--- config.mk ---
export PLATFORM = sky130hd
export DESIGN_NAME = ram_port_arbiter_flat
export DESIGN_NICKNAME = d
export VERILOG_FILES = /design/src/rtl/ram_port_arbiter_if.sv /design/src/rtl/ram_port_arbiter.sv /design/src/flat_wrapper.sv
export SDC_FILE = /design/constraint.sdc
export NUM_CORES = 1
export LEC_CHECK = 0
export ABC_CLOCK_PERIOD_IN_PS = 1800
export CORE_MARGIN = 2
export CORE_UTILIZATION = 41
export CTS_BUF_LIST = sky130_fd_sc_hd__clkbuf_8
export CTS_CLUSTER_DIAMETER = 60
export DETAILED_ROUTE_END_ITERATION = 6
export PLACE_DENSITY = 0.87
export SLEW_MARGIN = 5
export SYNTH_ARGS = -nofsm -noshare
export SYNTH_HDL_FRONTEND = slang
export SYNTH_SLANG_ARGS = --single-unit
--- constraint.sdc ---
create_clock -name clk -period 1.8 [get_ports clk]
set_input_delay 0.36 -clock clk [delete_from_list [all_inputs] [get_ports clk]]
set_output_delay 0.36 -clock clk [all_outputs]
set_load 0.02 [all_outputs]
--- src/rtl/ram_port_arbiter_if.sv ---
// rtl/ram_port_arbiter_if.sv - client request/ack and RAM port B bundle for ram_port_arbiter
interface ram_port_arbiter_if #(
    parameter int ADDR_WIDTH = 6,
    parameter int DATA_WIDTH = 16
);
    logic                  c0_req;
    logic                  c1_req;
    logic                  c0_we;
    logic                  c1_we;
    logic [ADDR_WIDTH-1:0] c0_addr;
    logic [ADDR_WIDTH-1:0] c1_addr;
    logic [DATA_WIDTH-1:0] c0_wdata;
    logic [DATA_WIDTH-1:0] c1_wdata;
    logic                  c0_gnt;
    logic                  c1_gnt;
    logic                  c0_ack;
    logic                  c1_ack;
    logic [DATA_WIDTH-1:0] c0_rdata;
    logic [DATA_WIDTH-1:0] c1_rdata;
    logic                  busy;
    logic [ADDR_WIDTH-1:0] ram_addr_b;
    logic [DATA_WIDTH-1:0] ram_in_data;
    logic                  ram_write_en;
    logic [DATA_WIDTH-1:0] ram_data_b;

    modport slave (
        input  c0_req, c1_req, c0_we, c1_we, c0_addr, c1_addr, c0_wdata, c1_wdata,
        input  ram_data_b,
        output c0_gnt, c1_gnt, c0_ack, c1_ack, c0_rdata, c1_rdata, busy,
        output ram_addr_b, ram_in_data, ram_write_en
    );

    modport master (
        output c0_req, c1_req, c0_we, c1_we, c0_addr, c1_addr, c0_wdata, c1_wdata,
        output ram_data_b,
        input  c0_gnt, c1_gnt, c0_ack, c1_ack, c0_rdata, c1_rdata, busy,
        input  ram_addr_b, ram_in_data, ram_write_en
    );
endinterface

--- src/rtl/ram_port_arbiter.sv ---
// rtl/ram_port_arbiter.sv - round-robin two-client arbiter/sequencer for RAM port B
module ram_port_arbiter #(
    parameter int ADDR_WIDTH = 6,
    parameter int DATA_WIDTH = 16
) (
    input  logic                   clk,
    input  logic                   rst_n,
    ram_port_arbiter_if.slave      bus
);
    typedef enum logic {
        IDLE   = 1'b0,
        ACCESS = 1'b1
    } state_t;

    state_t                state_q;
    logic                  ptr_q;
    logic                  owner_q;
    logic                  we_q;
    logic [ADDR_WIDTH-1:0] addr_q;
    logic [DATA_WIDTH-1:0] wdata_q;
    logic [DATA_WIDTH-1:0] rdata0_q;
    logic [DATA_WIDTH-1:0] rdata1_q;
    logic                  ack0_q;
    logic                  ack1_q;
    logic                  ram_we_q;

    logic                  grant_d;
    logic                  winner_d;
    logic                  we_d;
    logic [ADDR_WIDTH-1:0] addr_d;
    logic [DATA_WIDTH-1:0] wdata_d;

    // Contention goes to ptr; a lone requester wins regardless of ptr.
    always_comb begin
        grant_d  = (state_q == IDLE) && (bus.c0_req || bus.c1_req);
        winner_d = (bus.c0_req && bus.c1_req) ? ptr_q : bus.c1_req;
        we_d     = winner_d ? bus.c1_we    : bus.c0_we;
        addr_d   = winner_d ? bus.c1_addr  : bus.c0_addr;
        wdata_d  = winner_d ? bus.c1_wdata : bus.c0_wdata;
    end

    always_ff @(posedge clk or negedge rst_n) begin
        if (!rst_n) begin
            state_q  <= IDLE;
            ptr_q    <= 1'b0;
            owner_q  <= 1'b0;
            we_q     <= 1'b0;
            addr_q   <= '0;
            wdata_q  <= '0;
            rdata0_q <= '0;
            rdata1_q <= '0;
            ack0_q   <= 1'b0;
            ack1_q   <= 1'b0;
            ram_we_q <= 1'b0;
        end else begin
            case (state_q)
                IDLE: begin
                    ack0_q   <= 1'b0;
                    ack1_q   <= 1'b0;
                    ram_we_q <= 1'b0;
                    if (grant_d) begin
                        owner_q  <= winner_d;
                        we_q     <= we_d;
                        addr_q   <= addr_d;
                        wdata_q  <= wdata_d;
                        ptr_q    <= ~winner_d;
                        ram_we_q <= we_d;
                        state_q  <= ACCESS;
                    end
                end
                ACCESS: begin
                    // RAM read is combinational, so data_b is valid on this closing edge.
                    if (!we_q) begin
                        if (owner_q) rdata1_q <= bus.ram_data_b;
                        else         rdata0_q <= bus.ram_data_b;
                    end
                    ack0_q   <= ~owner_q;
                    ack1_q   <= owner_q;
                    ram_we_q <= 1'b0;
                    state_q  <= IDLE;
                end
                default: state_q <= IDLE;
            endcase
        end
    end

    // addr_q/wdata_q only load on a grant, so the port holds its last values while idle.
    assign bus.c0_gnt       = grant_d && !winner_d;
    assign bus.c1_gnt       = grant_d && winner_d;
    assign bus.c0_ack       = ack0_q;
    assign bus.c1_ack       = ack1_q;
    assign bus.c0_rdata     = rdata0_q;
    assign bus.c1_rdata     = rdata1_q;
    assign bus.busy         = (state_q == ACCESS);
    assign bus.ram_addr_b   = addr_q;
    assign bus.ram_in_data  = wdata_q;
    assign bus.ram_write_en = ram_we_q;
endmodule

--- src/flat_wrapper.sv ---
// flat-port wrapper written by rule: the top's interface ports become plain ports
module ram_port_arbiter_flat 
#(
    parameter int ADDR_WIDTH = 6,
    parameter int DATA_WIDTH = 16
)
  (clk, rst_n, bus_c0_req, bus_c1_req, bus_c0_we, bus_c1_we, bus_c0_addr, bus_c1_addr, bus_c0_wdata, bus_c1_wdata, bus_ram_data_b, bus_c0_gnt, bus_c1_gnt, bus_c0_ack, bus_c1_ack, bus_c0_rdata, bus_c1_rdata, bus_busy, bus_ram_addr_b, bus_ram_in_data, bus_ram_write_en);
  ram_port_arbiter_if #(.ADDR_WIDTH(ADDR_WIDTH), .DATA_WIDTH(DATA_WIDTH)) bus_i ();
  input  logic clk;
  input  logic rst_n;
  input wire logic [$bits(bus_i.c0_req)-1:0] bus_c0_req;
  input wire logic [$bits(bus_i.c1_req)-1:0] bus_c1_req;
  input wire logic [$bits(bus_i.c0_we)-1:0] bus_c0_we;
  input wire logic [$bits(bus_i.c1_we)-1:0] bus_c1_we;
  input wire logic [$bits(bus_i.c0_addr)-1:0] bus_c0_addr;
  input wire logic [$bits(bus_i.c1_addr)-1:0] bus_c1_addr;
  input wire logic [$bits(bus_i.c0_wdata)-1:0] bus_c0_wdata;
  input wire logic [$bits(bus_i.c1_wdata)-1:0] bus_c1_wdata;
  input wire logic [$bits(bus_i.ram_data_b)-1:0] bus_ram_data_b;
  output wire logic [$bits(bus_i.c0_gnt)-1:0] bus_c0_gnt;
  output wire logic [$bits(bus_i.c1_gnt)-1:0] bus_c1_gnt;
  output wire logic [$bits(bus_i.c0_ack)-1:0] bus_c0_ack;
  output wire logic [$bits(bus_i.c1_ack)-1:0] bus_c1_ack;
  output wire logic [$bits(bus_i.c0_rdata)-1:0] bus_c0_rdata;
  output wire logic [$bits(bus_i.c1_rdata)-1:0] bus_c1_rdata;
  output wire logic [$bits(bus_i.busy)-1:0] bus_busy;
  output wire logic [$bits(bus_i.ram_addr_b)-1:0] bus_ram_addr_b;
  output wire logic [$bits(bus_i.ram_in_data)-1:0] bus_ram_in_data;
  output wire logic [$bits(bus_i.ram_write_en)-1:0] bus_ram_write_en;
  assign bus_i.c0_req = bus_c0_req;
  assign bus_i.c1_req = bus_c1_req;
  assign bus_i.c0_we = bus_c0_we;
  assign bus_i.c1_we = bus_c1_we;
  assign bus_i.c0_addr = bus_c0_addr;
  assign bus_i.c1_addr = bus_c1_addr;
  assign bus_i.c0_wdata = bus_c0_wdata;
  assign bus_i.c1_wdata = bus_c1_wdata;
  assign bus_i.ram_data_b = bus_ram_data_b;
  assign bus_c0_gnt = bus_i.c0_gnt;
  assign bus_c1_gnt = bus_i.c1_gnt;
  assign bus_c0_ack = bus_i.c0_ack;
  assign bus_c1_ack = bus_i.c1_ack;
  assign bus_c0_rdata = bus_i.c0_rdata;
  assign bus_c1_rdata = bus_i.c1_rdata;
  assign bus_busy = bus_i.busy;
  assign bus_ram_addr_b = bus_i.ram_addr_b;
  assign bus_ram_in_data = bus_i.ram_in_data;
  assign bus_ram_write_en = bus_i.ram_write_en;
  ram_port_arbiter #(.ADDR_WIDTH(ADDR_WIDTH), .DATA_WIDTH(DATA_WIDTH)) u_core (.clk(clk), .rst_n(rst_n), .bus(bus_i));
endmodule
==> impl_metrics.csv, run 1 <==
group,metric,value,unit
run_status,status,"finished clean",
cells_and_area,fin_area,0.00398,sq mm
clock_network,cts_buffers,9,
sta,worst_pin_slew,0.545,ns
sta,maxSlewViolCount,0,
place,hpwl,4.34,mm
yosys,synthTopCellsByCount,"dfrtp_1 (61), mux2_2 (32), a221o_1 (23), and2_1 (16), and2_0 (7)",
sta,final_hold_viol_count,0,
power_and_ir_drop,switchingPower,1.88,mW
floorplanning,num_rows,28,
global_route,grt_max_degree,28,
yosys,synth_area_per_cell,15.0,sq um
floorplanning,die_x,81.0,microns
yosys,synth-edff-count,0,
floorplanning,core-area,0.00582,sq mm
routing,dr.pass1.iters,4,
power_and_ir_drop,power.total,5.84,mW
worst_setup_path,crit_fanout,2,
flow_run,cap_violations,0,
sta,fin_ws,0.0499,ns
cells_and_area,fillers,438,
sta,fin_crit,1.75,ns
cells_and_area,diodes,0,
floorplanning,dieArea,0.00656,sq mm
sta,fmax,571,MHz
worst_setup_path,crit_start,"bus_c0_req",
sta,setup_viol,0,
place,place.port_buffers,125,
routing,wirelength,5.94,mm
clock_network,clockBufferDepth,2,
yosys,yosysSeqAreaShare,62.8,%
floorplanning,initial_core_util,41.8,%
sta,fin_skew,0.00806,ns
global_route,antenna_found_initial,0,
worst_setup_path,critical_path_class,"in2out",
clock_network,clock_latency,0.33,ns
routing,post_drt_via_cell_ratio,4.97,
yosys,synth_nets,228,
yosys,yosysWarnings,0,
worst_setup_path,r2r_cells,5,
global_route,gr-total-overflow,0,
power_and_ir_drop,intPower,3.96,mW
power_and_ir_drop,powerDensity,1470,mW/mm^2
place,post_dp_cell_area,0.00379,sq mm
sta,rsz0062_at_grt,"no",
power_and_ir_drop,power.share.clock,20.6,%
global_route,grt_pass1_vias,1996,
worst_setup_path,reg2reg_slack,0.28,ns
sta,slew_headroom,63.6,%
routing,drtIter0Drc,48,
power_and_ir_drop,swShare,32.3,%
clock_network,cts_tree,"built",
floorplanning,fp.dieH,81.0,microns
routing,wl_per_cell,15.8,microns
cells_and_area,drive_gt1_share,20.6,%
sta,fin_crit_sh,97.2,%
yosys,syn_inst,162,
place,dp_slack,-0.383,ns
clock_network,clkSinkCount,61,
cells_and_area,final_nets,363,
power_and_ir_drop,vdd_drop_max,0.000754,V
cells_and_area,areaGrowthSynthToFinish,63.8,%
clock_network,clk_pin_slew,0.07,ns
clock_network,cts_root_buffer,"clkbuf_8",
worst_setup_path,critPathLaunchType,"primary input",
power_and_ir_drop,power_frac_comb,42.9,%
power_and_ir_drop,p_leak,1.69,nW
yosys,synth_area,0.00243,sq mm
worst_setup_path,cp_data_arrival_time,1.39,ns
routing,drc,0,
cells_and_area,multi_input_area,822,sq um
global_route,grt_use_total,19.4,%
yosys,yosysUniqueCellTypes,20,
yosys,yosys.cell_count.top_type,"dfrtp_1",
cells_and_area,seqCellArea,0.00153,sq mm
clock_network,cts-hold-fix-buffers,0,
place,gp_congestion,0.769,
yosys,netlist.area_leader.share,62.8,%
yosys,synth_top_area_cell,"dfrtp_1",
global_route,grt_pass1_wl,9.51,mm
hold_path,hp-class,"in2async",
worst_setup_path,rr_endpoint,"u_core.bus.c0_rdata[1]$_DFFE_PN0P_",
clock_network,h-tree-depth,3,
power_and_ir_drop,seq_power_share,36.5,%
floorplanning,io_pins,126,
worst_setup_path,required,1.44,ns
yosys,ys_seq_elements,61,
yosys,ys.flop_type,"dfrtp_1",
yosys,yosys-top-cells-area,"dfrtp_1 (63%), mux2_2 (15%), a221o_1 (9.5%)",
routing,ant_nets,0,
routing,vias,1867,
worst_setup_path,worstSetupEndpointType,"output port",
clock_network,post_cts_buffers,0,
worst_setup_path,reg2reg_from,"u_core.bus.busy$_DFF_PN0_",
yosys,synth-async-reset-ratio,100,%
## worst max-delay path: stages
cell and delay (ns):
clkdlybuf4s50_1 0.50, inv_1 0.07, a211oi_2 0.24, buf_2 0.22
## flip-flops by register name (all words and copies together) (netlist names)
register,cells
u_core.bus.busy,1
u_core.bus.ram_addr_b,6
u_core.bus.c0_ack,1
u_core.ptr_q,1
u_core.bus.c1_rdata,16
u_core.owner_q,1
u_core.bus.ram_write_en,1
u_core.bus.c0_rdata,16
u_core.bus.c1_ack,1
u_core.we_q,1
u_core.bus.ram_in_data,16
## per-layer routing
metal | vias up | global-route usage (%) | share of wire (%)
met5 | - | 0 | 0
met4 | 0 | 10.2 | 2.3
met3 | 13 | 4.78 | 6.7
met2 | 74 | 31.7 | 50
met1 | 911 | 23.8 | 41
li1 | 869 | - | -
## power groups by stage
stage | clock network [mW] | registers [mW] | logic, mW
floorplan | 0 | 2.73 | 0.622
global placement | 0 | 2.13 | 2.49
detailed placement | 0 | 2.15 | 2.54
CTS | 1.23 | 2.14 | 2.54
global route | 1.30 | 2.19 | 2.66
finish | 1.20 | 2.13 | 2.51
## layout by cell type (no fill, tap or decap)
cell type and instances:
dfrtp_1 61, bufinv_16 1, dlygate4sd2_1 1, o21bai_1 1
clkdlybuf4s50_1 121, and2_2 1, clkinv_2 2, o211a_1 1
a21o_1 2, nor3_4 1, mux2_2 32, a22o_1 1
buf_2 3, nor2_1 1, a221o_1 23, clkinvlp_4 1
buf_4 7, clkbuf_8 11, nand2b_1 1, buf_12 2
a211oi_2 1, inv_1 3, and2_1 16, and2_0 7
## how the worst max path moves through the flow
stage,to,slack [ns],cells past startpoint
after floorplan,u_core.bus.c0_rdata[10]$_DFFE_PN0P_,0.22,4
after global placement,bus_c0_gnt,-0.34,4
after detailed placement,bus_c0_gnt,-0.38,4
after CTS,bus_c1_gnt,0.0002,4
after global routing,bus_c0_gnt,0.02,4
final,bus_c0_gnt,0.05,4
## through the flow
step	instances	TNS (ns)	hold slack [ns]	util [%]
floorplan	162	0	0.0644	-
global placement	361	-0.586	0.360	65.2
detailed placement	361	-1.34	0.377	65.2
CTS	376	0	0.0166	68.5
global route	376	0	0.0354	68.4
finish	376	0	0.0134	68.4
## layout make-up
cell class	instances	share of cell area, %
inverters	3	0.283
flip-flops and latches	61	38.4
multi-input cells	88	20.7
clock buffers	11	3.80
clock inverters	4	1.19
well taps	75	2.36
repair buffers	134	33.4
## timing repair
item / in CTS / in global routing
resized for setup: 8 / 1
setup endpoints to repair: 3 / 1
gates cloned: 0 / 0
## logic make-up (layout without fill, tap and decap cells)
logic type	count (synthesis)	in the layout	synth area share, %
multiplexers	32	32	14.8
buffers and inverters	13	152	3.35
AO/OA/AOI/OAI	29	29	11.7
flip-flops	61	61	62.8
AND/OR/NAND/NOR	27	27	7.31
(Power assumes the default switching activity.)
==> run 2: changes to the inputs <==
- SLEW_MARGIN: 5 -> 40
==> results of run 2 <==
No change in the layout: final DEF, timing and power equal those of run 1.
